[src/rtl/vbsc_chain_if.sv]
// vbsc_chain_if: virtual JTAG side of the boundary-scan chain
// Ports: tdi, ir_in, cdr, sdr, udr from the vjtag instance; tdo and upd_done back to it.
// master = vjtag side, slave = scan chain.
interface vbsc_chain_if;
    logic       tdi;
    logic [1:0] ir_in;
    logic       cdr;
    logic       sdr;
    logic       udr;
    logic       tdo;
    logic       upd_done;
    modport master(output tdi, ir_in, cdr, sdr, udr, input tdo, upd_done);
    modport slave(input tdi, ir_in, cdr, sdr, udr, output tdo, upd_done);
endinterface

[src/rtl/vbsc_chain.sv]
// vbsc_chain: virtual boundary-scan chain with BYPASS/SAMPLE/EXTEST/CLAMP over NUM_CELLS pads
// Ports: tck/trst_n clock and sync active-low reset; jtag bundles the vjtag handshake;
// func_out/func_oe from core, func_in to core; pad_in from I/O buffer, pad_out/pad_oe to it.
module vbsc_chain #(
    parameter int NUM_CELLS = 4
) (
    input  logic                 tck,
    input  logic                 trst_n,
    vbsc_chain_if.slave          jtag,
    input  logic [NUM_CELLS-1:0] func_out,
    input  logic [NUM_CELLS-1:0] func_oe,
    output logic [NUM_CELLS-1:0] func_in,
    input  logic [NUM_CELLS-1:0] pad_in,
    output logic [NUM_CELLS-1:0] pad_out,
    output logic [NUM_CELLS-1:0] pad_oe
);
    localparam int CHAIN_LEN = 3 * NUM_CELLS;
    logic [CHAIN_LEN-1:0] cap;
    logic [CHAIN_LEN-1:0] cap_val;
    logic [NUM_CELLS-1:0] upd_in;
    logic [NUM_CELLS-1:0] upd_oe;
    logic [NUM_CELLS-1:0] upd_out;
    logic                 bypass_reg;
    logic                 sel_cap;
    logic                 drive_upd;
    // SAMPLE (01) and EXTEST (10) select cap; BYPASS (00) and CLAMP (11) select bypass_reg
    assign sel_cap   = ^jtag.ir_in;
    // EXTEST and CLAMP both drive pads from the update registers
    assign drive_upd = jtag.ir_in[1];
    always_comb begin
        cap_val = '0;
        for (int i = 0; i < NUM_CELLS; i++)
            cap_val[3*i +: 3] = {func_out[i], func_oe[i], pad_in[i]};
    end
    always_ff @(posedge tck) begin
        if (!trst_n) begin
            cap           <= '0;
            bypass_reg    <= 1'b0;
            upd_in        <= '0;
            upd_oe        <= '0;
            upd_out       <= '0;
            jtag.upd_done <= 1'b0;
        end else begin
            jtag.upd_done <= jtag.udr && sel_cap;
            if (jtag.cdr) begin
                cap        <= cap_val;
                bypass_reg <= 1'b0;
            end else if (jtag.sdr) begin
                if (sel_cap)
                    cap <= {jtag.tdi, cap[CHAIN_LEN-1:1]};
                else
                    bypass_reg <= jtag.tdi;
            end
            // non-blocking reads of cap give the pre-edge value even during a shift
            if (jtag.udr && sel_cap) begin
                for (int i = 0; i < NUM_CELLS; i++) begin
                    upd_in[i]  <= cap[3*i];
                    upd_oe[i]  <= cap[3*i+1];
                    upd_out[i] <= cap[3*i+2];
                end
            end
        end
    end
    assign jtag.tdo = jtag.sdr ? (sel_cap ? cap[0] : bypass_reg) : 1'b0;
    assign pad_out  = drive_upd ? upd_out : func_out;
    assign pad_oe   = drive_upd ? upd_oe  : func_oe;
    assign func_in  = drive_upd ? upd_in  : pad_in;
endmodule

[src/flat_wrapper.sv]
// flat-port wrapper written by rule: the top's interface ports become plain ports
module vbsc_chain_flat 
#(
    parameter int NUM_CELLS = 4
)
  (tck, trst_n, func_out, func_oe, func_in, pad_in, pad_out, pad_oe, jtag_tdi, jtag_ir_in, jtag_cdr, jtag_sdr, jtag_udr, jtag_tdo, jtag_upd_done);
  vbsc_chain_if jtag_i ();
  input  logic tck;
  input  logic trst_n;
  input  logic [NUM_CELLS-1:0] func_out;
  input  logic [NUM_CELLS-1:0] func_oe;
  output logic [NUM_CELLS-1:0] func_in;
  input  logic [NUM_CELLS-1:0] pad_in;
  output logic [NUM_CELLS-1:0] pad_out;
  output logic [NUM_CELLS-1:0] pad_oe;
  input wire logic [$bits(jtag_i.tdi)-1:0] jtag_tdi;
  input wire logic [$bits(jtag_i.ir_in)-1:0] jtag_ir_in;
  input wire logic [$bits(jtag_i.cdr)-1:0] jtag_cdr;
  input wire logic [$bits(jtag_i.sdr)-1:0] jtag_sdr;
  input wire logic [$bits(jtag_i.udr)-1:0] jtag_udr;
  output wire logic [$bits(jtag_i.tdo)-1:0] jtag_tdo;
  output wire logic [$bits(jtag_i.upd_done)-1:0] jtag_upd_done;
  assign jtag_i.tdi = jtag_tdi;
  assign jtag_i.ir_in = jtag_ir_in;
  assign jtag_i.cdr = jtag_cdr;
  assign jtag_i.sdr = jtag_sdr;
  assign jtag_i.udr = jtag_udr;
  assign jtag_tdo = jtag_i.tdo;
  assign jtag_upd_done = jtag_i.upd_done;
  vbsc_chain #(.NUM_CELLS(NUM_CELLS)) u_core (.tck(tck), .trst_n(trst_n), .jtag(jtag_i), .func_out(func_out), .func_oe(func_oe), .func_in(func_in), .pad_in(pad_in), .pad_out(pad_out), .pad_oe(pad_oe));
endmodule
[config.mk]
export PLATFORM = sky130hd
export DESIGN_NAME = vbsc_chain_flat
export DESIGN_NICKNAME = d
export VERILOG_FILES = /design/src/rtl/vbsc_chain_if.sv /design/src/rtl/vbsc_chain.sv /design/src/flat_wrapper.sv
export SDC_FILE = /design/constraint.sdc
export NUM_CORES = 1
export LEC_CHECK = 0
export ABC_CLOCK_PERIOD_IN_PS = 2700
export CORE_UTILIZATION = 51
export DETAILED_ROUTE_END_ITERATION = 8
export GPL_ROUTABILITY_DRIVEN = 0
export GPL_TIMING_DRIVEN = 1
export HOLD_SLACK_MARGIN = 0.05
export PLACE_DENSITY = 0.8
export SLEW_MARGIN = 20
export SYNTH_ARGS = -nofsm -noshare
export SYNTH_HDL_FRONTEND = slang
export SYNTH_SLANG_ARGS = --single-unit
[constraint.sdc]
create_clock -name tck -period 2.7 [get_ports tck]
set_input_delay 0.27 -clock tck [delete_from_list [all_inputs] [get_ports tck]]
set_output_delay 0.27 -clock tck [all_outputs]
set_load 0.05 [all_outputs]
Word-level counts from Yosys, hierarchy flattened

Cells that the tools add are included.

Register bits: 26
Bits in latches: 0
Memory bits (writable): 0
Bits in read-only memories: 0
Bits of input ports: 20
Output and inout bits: 14
Word-level logic and storage cells: 23
Memories kept: 0

Add/sub/neg operators: 0
$mul: 0
Div/mod/pow operators: 0
$lt $le $gt $ge: 0
Eq/ne operators: 0
Shift-type cells: 0
Multiplexer cells: 8
Bitwise gates (word level): 2
Reduce and logical (&&, ||, !) cells: 7

Operator list:

| kind              | count |
|---|---|
| $mux 12           | 3 |
| $mux 4            | 3 |
| $reduce_and 2->1  | 2 |
| $reduce_bool 2->1 | 2 |
| $mux 1            | 2 |
| $not 1->1         | 2 |
| $reduce_or 2->1   | 1 |
| $reduce_xor 2->1  | 1 |
| $logic_and 1x1->1 | 1 |

Logic depth before layout (Yosys ltp)

Gate-level depths: netlist (run 1).

Depth in word-level cells: 4
Mapped depth: 5
Gate-level depth less buffers: 3

Least setup slack after synthesis (run 1)

OpenSTA, ideal clock, no wires.

Path type: input-to-output
Start point: in jtag_ir_in[1]
End point: out jtag_tdo
Arrival time: 1,679 ps
Data required time: 2,430 ps
Path slack: 751 ps
Stages: 5
Buffers on the path: 2
Cells stage by stage: buf_6 > xor2_2 > buf_2 > nand2_1 > a21oi_1

Longest elaborated chain between the ends: 3

RTL lines:

| element             | line               | text |
|---|---|---|
| from (decl)         | flat_wrapper.sv:17 | `input wire logic [$bits(jtag_i.ir_in)-1:0] jtag_ir_in;` |
| $reduce_xor 2->1    | vbsc_chain.sv:27   | `assign sel_cap = ^jtag.ir_in;` |
| $mux 1 (2 in a row) | vbsc_chain.sv:64   | `assign jtag.tdo = jtag.sdr ? (sel_cap ? cap[0] : bypass_reg) : 1'b0;` |
| to (decl)           | flat_wrapper.sv:21 | `output wire logic [$bits(jtag_i.tdo)-1:0] jtag_tdo;` |

No other way between the ends.

Final worst setup path (run 1)

Ends and elaborated chain as after synthesis.

==> impl_metrics.json, run 1 <==
{
  "outcome": "completed",
  "die_w_um": 52.9,
  "r2r-end": "u_core.cap[4]",
  "crit_type": "in2out",
  "cts_tree": "yes",
  "timing.final.crit_share": 0.785,
  "synth_fa_ha_area_frac": 0,
  "fin_crit_ns": 2.12,
  "synth_xor_area_frac": 0.0247,
  "clkSinkCount": 26,
  "floorplan.initialDensity": 0.537,
  "fin_nets": 192,
  "synth_top_family_by_area": "compound AO/OA/AOI/OAI gates",
  "ant_nets": 0,
  "yosysUniqueCellTypes": 22,
  "io-pin-count": 34,
  "r2r_start": "u_core.cap[5]",
  "startpoint_type": "input pin",
  "pwr-share-seq": 0.446,
  "synth_compound_area_frac": 0.304,
  "die_h_um": 52.9,
  "grt.overflow.total": 0,
  "areaGrowthSynthToFinish_pct": 28.8,
  "die_area_mm2": 0.00279,
  "power.net_switching_mw": 0.286,
  "num_antenna_cells": 0,
  "p_per_area_mw_per_mm2": 557,
  "grt_pass1_wl_um": 5710,
  "antenna_found_initial": 0,
  "first_iter_violations": 41,
  "required_ns": 2.43,
  "hpwl_um": 2330,
  "fmax_mhz": 472,
  "io_buffers": 33,
  "drv_slew": 0,
  "largest_reg_flops": 12,
  "cp.arrival_ns": 1.85,
  "grt_use_total": 0.280,
  "yosys_warnings": 0,
  "core_mm2": 0.00245,
  "worst_slew_pin_slew_ns": 0.751,
  "max-clock-path-buffers": 2,
  "avgRoutedWirePerCell_um": 16.2,
  "num_vias": 1208,
  "cts_resized": 0,
  "drive_gt1_frac": 0.287,
  "p_sw_frac": 0.301,
  "grt_max_degree": 16,
  "netlist_instances": 139,
  "cp_max_fo": 9,
  "worstSetupEndpoint": "jtag_tdo",
  "dp_slack_ns": 0.439,
  "clock_latency_ns": 0.33,
  "multiInputGateArea_um2": 707,
  "cp-startpoint": "jtag_ir_in[1]",
  "hold_buffers": 0,
  "dr.pass1.iters": 4,
  "leakagePower_nw": 0.655,
  "numCtsBuffers": 3,
  "grt_pass1_vias": 1265,
  "seq_area_um2": 520,
  "final-setup-viol-count": 0,
  "setup_tns_ns": 0,
  "synth-seq-area-share": 0.395,
  "combPwrFrac": 0.266,
  "cts-htree-levels": 1,
  "fin_ws_ns": 0.581,
  "post_cts_buffers": 0,
  "largest-register": "u_core.cap",
  "ys_ff_latch": 26,
  "maxCapViolCount": 0,
  "nFillCells": 196,
  "hold_viol_final": 0,
  "drc": 0,
  "finalClockSkew_ns": 0.00748,
  "r2r_slack_ns": 1.73,
  "drt-total-wl_um": 3250,
  "syn_area_per_cell_um2": 9.49,
  "syn_area_mm2": 0.00132,
  "rsz0062_at_grt": "false",
  "synth_simple_gate_area_frac": 0.0987,
  "syn-num-nets": 159,
  "whs_path_depth": 2,
  "fp-row-count": 18,
  "p_clk_frac": 0.288,
  "r2r_cells": 3,
  "clkTransAtPathRegs_ns": 0.14,
  "cts_root_buf": "clkbuf_4",
  "min_path_type": "reg2reg",
  "synth_mux_area_frac": 0.109,
  "via_per_inst": 6.01,
  "end_kind": "primary output",
  "cell_internal_pwr_mw": 0.662,
  "ir_worst_vdd_uv": 537,
  "slew_headroom": 0.499
}
-- final cells by class --
| cell class | count | share of cell area |
|---|---|---|
| clock buffer | 3 | 0.0133 |
| sequential | 26 | 0.306 |
| inverter | 5 | 0.0110 |
| clock inverter | 1 | 0.0177 |
| tap | 30 | 0.0221 |
| timing repair buffer | 40 | 0.214 |
| multi-input combinational | 96 | 0.416 |
-- Yosys cell counts (all sizes together) --
cell | number | area, µm²
o21bai | 10 | 75.1
inv | 4 | 15.0
xnor2 | 1 | 16.3
a21oi | 13 | 65.1
mux2 | 11 | 124
a211o | 1 | 8.76
xor2 | 1 | 16.3
nand2 | 5 | 18.8
buf | 8 | 57.6
o21ai | 15 | 78.8
mux2i | 2 | 20.0
dfxtp | 26 | 521
nor2 | 11 | 41.3
a221oi | 11 | 165
nand3 | 13 | 65.1
clkinv | 1 | 3.75
clkbuf | 4 | 15.0
nor3 | 1 | 5.00
a211oi | 1 | 7.51
-- layout by cell type, fill, tap and decap left out --
cell             Yosys  routed
dfxtp_1             26      26
mux2i_1              2       2
o21bai_1            10      10
a21oi_1             13      13
nand3_1             13      13
o21ai_0             14      14
buf_12               0       1
clkinv_1             1       1
mux2_2              11      11
nor2_1              11      11
o21ai_2              1       1
a211o_1              1       1
xnor2_2              1       1
bufinv_16            0       1
xor2_2               1       1
a211oi_1             1       1
clkbuf_4             0       3
nor3_1               1       1
nand2_1              5       5
inv_1                4       4
buf_4                0      19
a221oi_2            11      11
clkdlybuf4s50_1      0      20
-- power groups by stage --
stage                     logic [mW]  registers (mW)  clock network, mW
after floorplan                0.170           0.429                  0
after global placement         0.244           0.429                  0
after detailed placement       0.251           0.430                  0
after CTS                      0.252           0.422              0.274
after global routing           0.271           0.426              0.293
final                          0.252           0.422              0.273
-- through the flow --
step	total power, mW	utilization	hold slack (ns)	cell area (µm²)	instances
3_3_place_gp	0.673	0.671	0.456	1650	197
4_1_cts	0.948	0.692	0.483	1700	201
6_report	0.947	0.692	0.484	1700	201
5_1_grt	0.989	0.692	0.496	1700	201
3_5_place_dp	0.680	0.671	0.463	1650	197
2_1_floorplan	0.598	-	0.416	1320	139
-- logic make-up after synthesis --
logic type	count (synthesis)
compound gates	51
xor+xnor	2
buf+inv	17
flops	26
mux	13
simple gates	30
-- critical path: stages --
cell and delay (ns):
clkdlybuf4s50_1 0.62, xor2_2 0.42, nand2_1 0.11, a21oi_1 0.26
buf_12 0.18
-- worst min-delay path by stage --
| stage | start | end | slack [ns] |
|---|---|---|---|
| after floorplan | trst_n | u_core.cap[0] | 0.42 |
| after global placement | u_core.cap[8] | u_core.upd_out[2] | 0.46 |
| after detailed placement | u_core.cap[8] | u_core.upd_out[2] | 0.46 |
| after CTS | u_core.cap[8] | u_core.upd_out[2] | 0.48 |
| after global routing | u_core.cap[1] | u_core.upd_oe[0] | 0.50 |
| final | u_core.cap[8] | u_core.upd_out[2] | 0.48 |
-- per-layer routing --
metal  track usage  routed length [µm]  vias to the layer above
li1              -                   -                      578
met5             0                   0                        -
met2         0.475                1630                       43
met3        0.0517                 190                        7
met1         0.339                1370                      580
met4         0.132                  58                        0
(Power assumes the default switching activity.)
==> run 2: changes to the inputs <==
--- a/config.mk
+++ b/config.mk
@@ -5,13 +5,13 @@
 export SDC_FILE = /design/constraint.sdc
 export NUM_CORES = 1
 export LEC_CHECK = 0
-export ABC_CLOCK_PERIOD_IN_PS = 2700
-export CORE_UTILIZATION = 51
+export ABC_CLOCK_PERIOD_IN_PS = 1850
+export CORE_UTILIZATION = 43
 export DETAILED_ROUTE_END_ITERATION = 8
 export GPL_ROUTABILITY_DRIVEN = 0
 export GPL_TIMING_DRIVEN = 1
 export HOLD_SLACK_MARGIN = 0.05
-export PLACE_DENSITY = 0.8
+export PLACE_DENSITY = 0.72
 export SLEW_MARGIN = 20
 export SYNTH_ARGS = -nofsm -noshare
 export SYNTH_HDL_FRONTEND = slang
==> constraint.sdc (replaced) <==
create_clock -name tck -period 1.85 [get_ports tck]
set_input_delay 0.185 -clock tck [delete_from_list [all_inputs] [get_ports tck]]
set_output_delay 0.185 -clock tck [all_outputs]
set_load 0.05 [all_outputs]
==> impl_metrics.json, run 2 (synthesis results as in run 1) <==
{
  "grt_use_total": 0.201,
  "violations": "design-rule violations",
  "r2r_start": "u_core.cap[5]",
  "whs_path_depth": 3,
  "max-clock-path-buffers": 2,
  "ir_worst_vdd_uv": 404,
  "cts_root_buf": "clkbuf_4",
  "outcome": "finished with violations",
  "min_from": "jtag_tdi",
  "maxCapViolCount": 0,
  "hold_viol_final": 0,
  "clkTransAtPathRegs_ns": 0.15,
  "final_common_cell": "dfxtp_1",
  "slew_headroom": 0.675,
  "grt.overflow.total": 0,
  "leakagePower_nw": 0.687,
  "core_mm2": 0.00283,
  "io-pin-count": 34,
  "hold_buffers": 0,
  "cp.arrival_ns": 1.55,
  "first_iter_violations": 32,
  "antenna_found_initial": 0,
  "cp-startpoint": "jtag_ir_in[1]",
  "hold_ws_ns": 0.442,
  "grt_pass1_wl_um": 5060,
  "die_w_um": 57.4,
  "r2r_slack_ns": 0.87,
  "post_cts_buffers": 0,
  "startpoint_type": "input pin",
  "r2r_cells": 3,
  "required_ns": 1.66,
  "power_mw": 1.40,
  "placedCellCount": 204,
  "fin_nets": 198,
  "fmax_mhz": 577,
  "cp_max_fo": 6,
  "clock_latency_ns": 0.33,
  "final-setup-viol-count": 0,
  "drive_gt1_frac": 0.311,
  "cts-htree-levels": 1,
  "p_per_area_mw_per_mm2": 799,
  "die_area_mm2": 0.00329,
  "instances_no_fill": 208,
  "finalClockSkew_ns": 0.00277,
  "drt-total-wl_um": 3200,
  "worst_slew_pin_slew_ns": 0.486,
  "grt_pass1_vias": 1126,
  "fp-row-count": 19,
  "min_path_type": "in2reg",
  "most-common-layout-cells": "dfxtp_1, buf_4, clkdlybuf4s50_1",
  "hpwl_um": 2350,
  "numCtsBuffers": 3,
  "ant_nets": 0,
  "setup_tns_ns": 0,
  "clkSinkCount": 26,
  "postLayoutCellArea_mm2": 0.00176,
  "rsz0062_at_grt": "false",
  "crit_type": "in2out",
  "largest_reg_flops": 12,
  "io_buffers": 33,
  "largest-register": "u_core.cap",
  "drv_slew": 0,
  "areaGrowthSynthToFinish_pct": 33.3,
  "cts_resized": 0,
  "cts_tree": "yes",
  "num_vias": 1204,
  "floorplan.initialDensity": 0.466,
  "avgRoutedWirePerCell_um": 15.4,
  "end_kind": "primary output",
  "num_antenna_cells": 0,
  "timing.final.crit_share": 0.937,
  "die_h_um": 57.4,
  "drc": 2,
  "dpl_cell_area_mm2": 0.00171,
  "fin_crit_ns": 1.73,
  "via_per_inst": 5.79,
  "grt_max_degree": 17,
  "dr.pass1.iters": 6
}
## run 2: changes by cell type in the layout (fill, tap and decap cells not counted), sizes merged
| cell | change |
|---|---|
| buf | +6 |
## run 2: layer usage
metal | part of all wire | track usage
met2 | 0.51 | 0.367
met3 | 0.038 | 0.0204
met1 | 0.44 | 0.238
met5 | 0 | 0
met4 | 0.014 | 0.0836
## run 2: metrics by stage
stage / utilization / worst slack [ns]
global placement: 0.603 / 0.128
detailed placement: 0.603 / 0.111
finish: 0.621 / 0.116
global route: 0.621 / 0.0396
CTS: 0.621 / 0.108
floorplan: - / 0.0706
## run 2: area by class of cell
cell class	instances	area, µm²
Clock buffer	3	22.5
Clock inverter	1	30.0
Fill cell	248	1070
Inverter	5	18.8
Multi-Input combinational cell	96	707
Sequential cell	26	520
Tap cell	31	38.8
Timing Repair Buffer	46	420
## run 2: critical path: stages
cell             delay, ns
clkdlybuf4s50_1       0.61
buf_4                 0.22
mux2_2                0.35
buf_4                 0.19
## run 2: worst paths after layout
path                             to
setup / recovery         pad_out[1]
hold / removal    u_core.bypass_reg
setup reg to reg      u_core.cap[4]
hold reg to reg   u_core.upd_out[2]
## run 2: power breakdown
part	internal, mW	switching (mW)
sequential	0.597	0.0183
clock	0.219	0.184
combinational	0.165	0.221
total	0.981	0.423
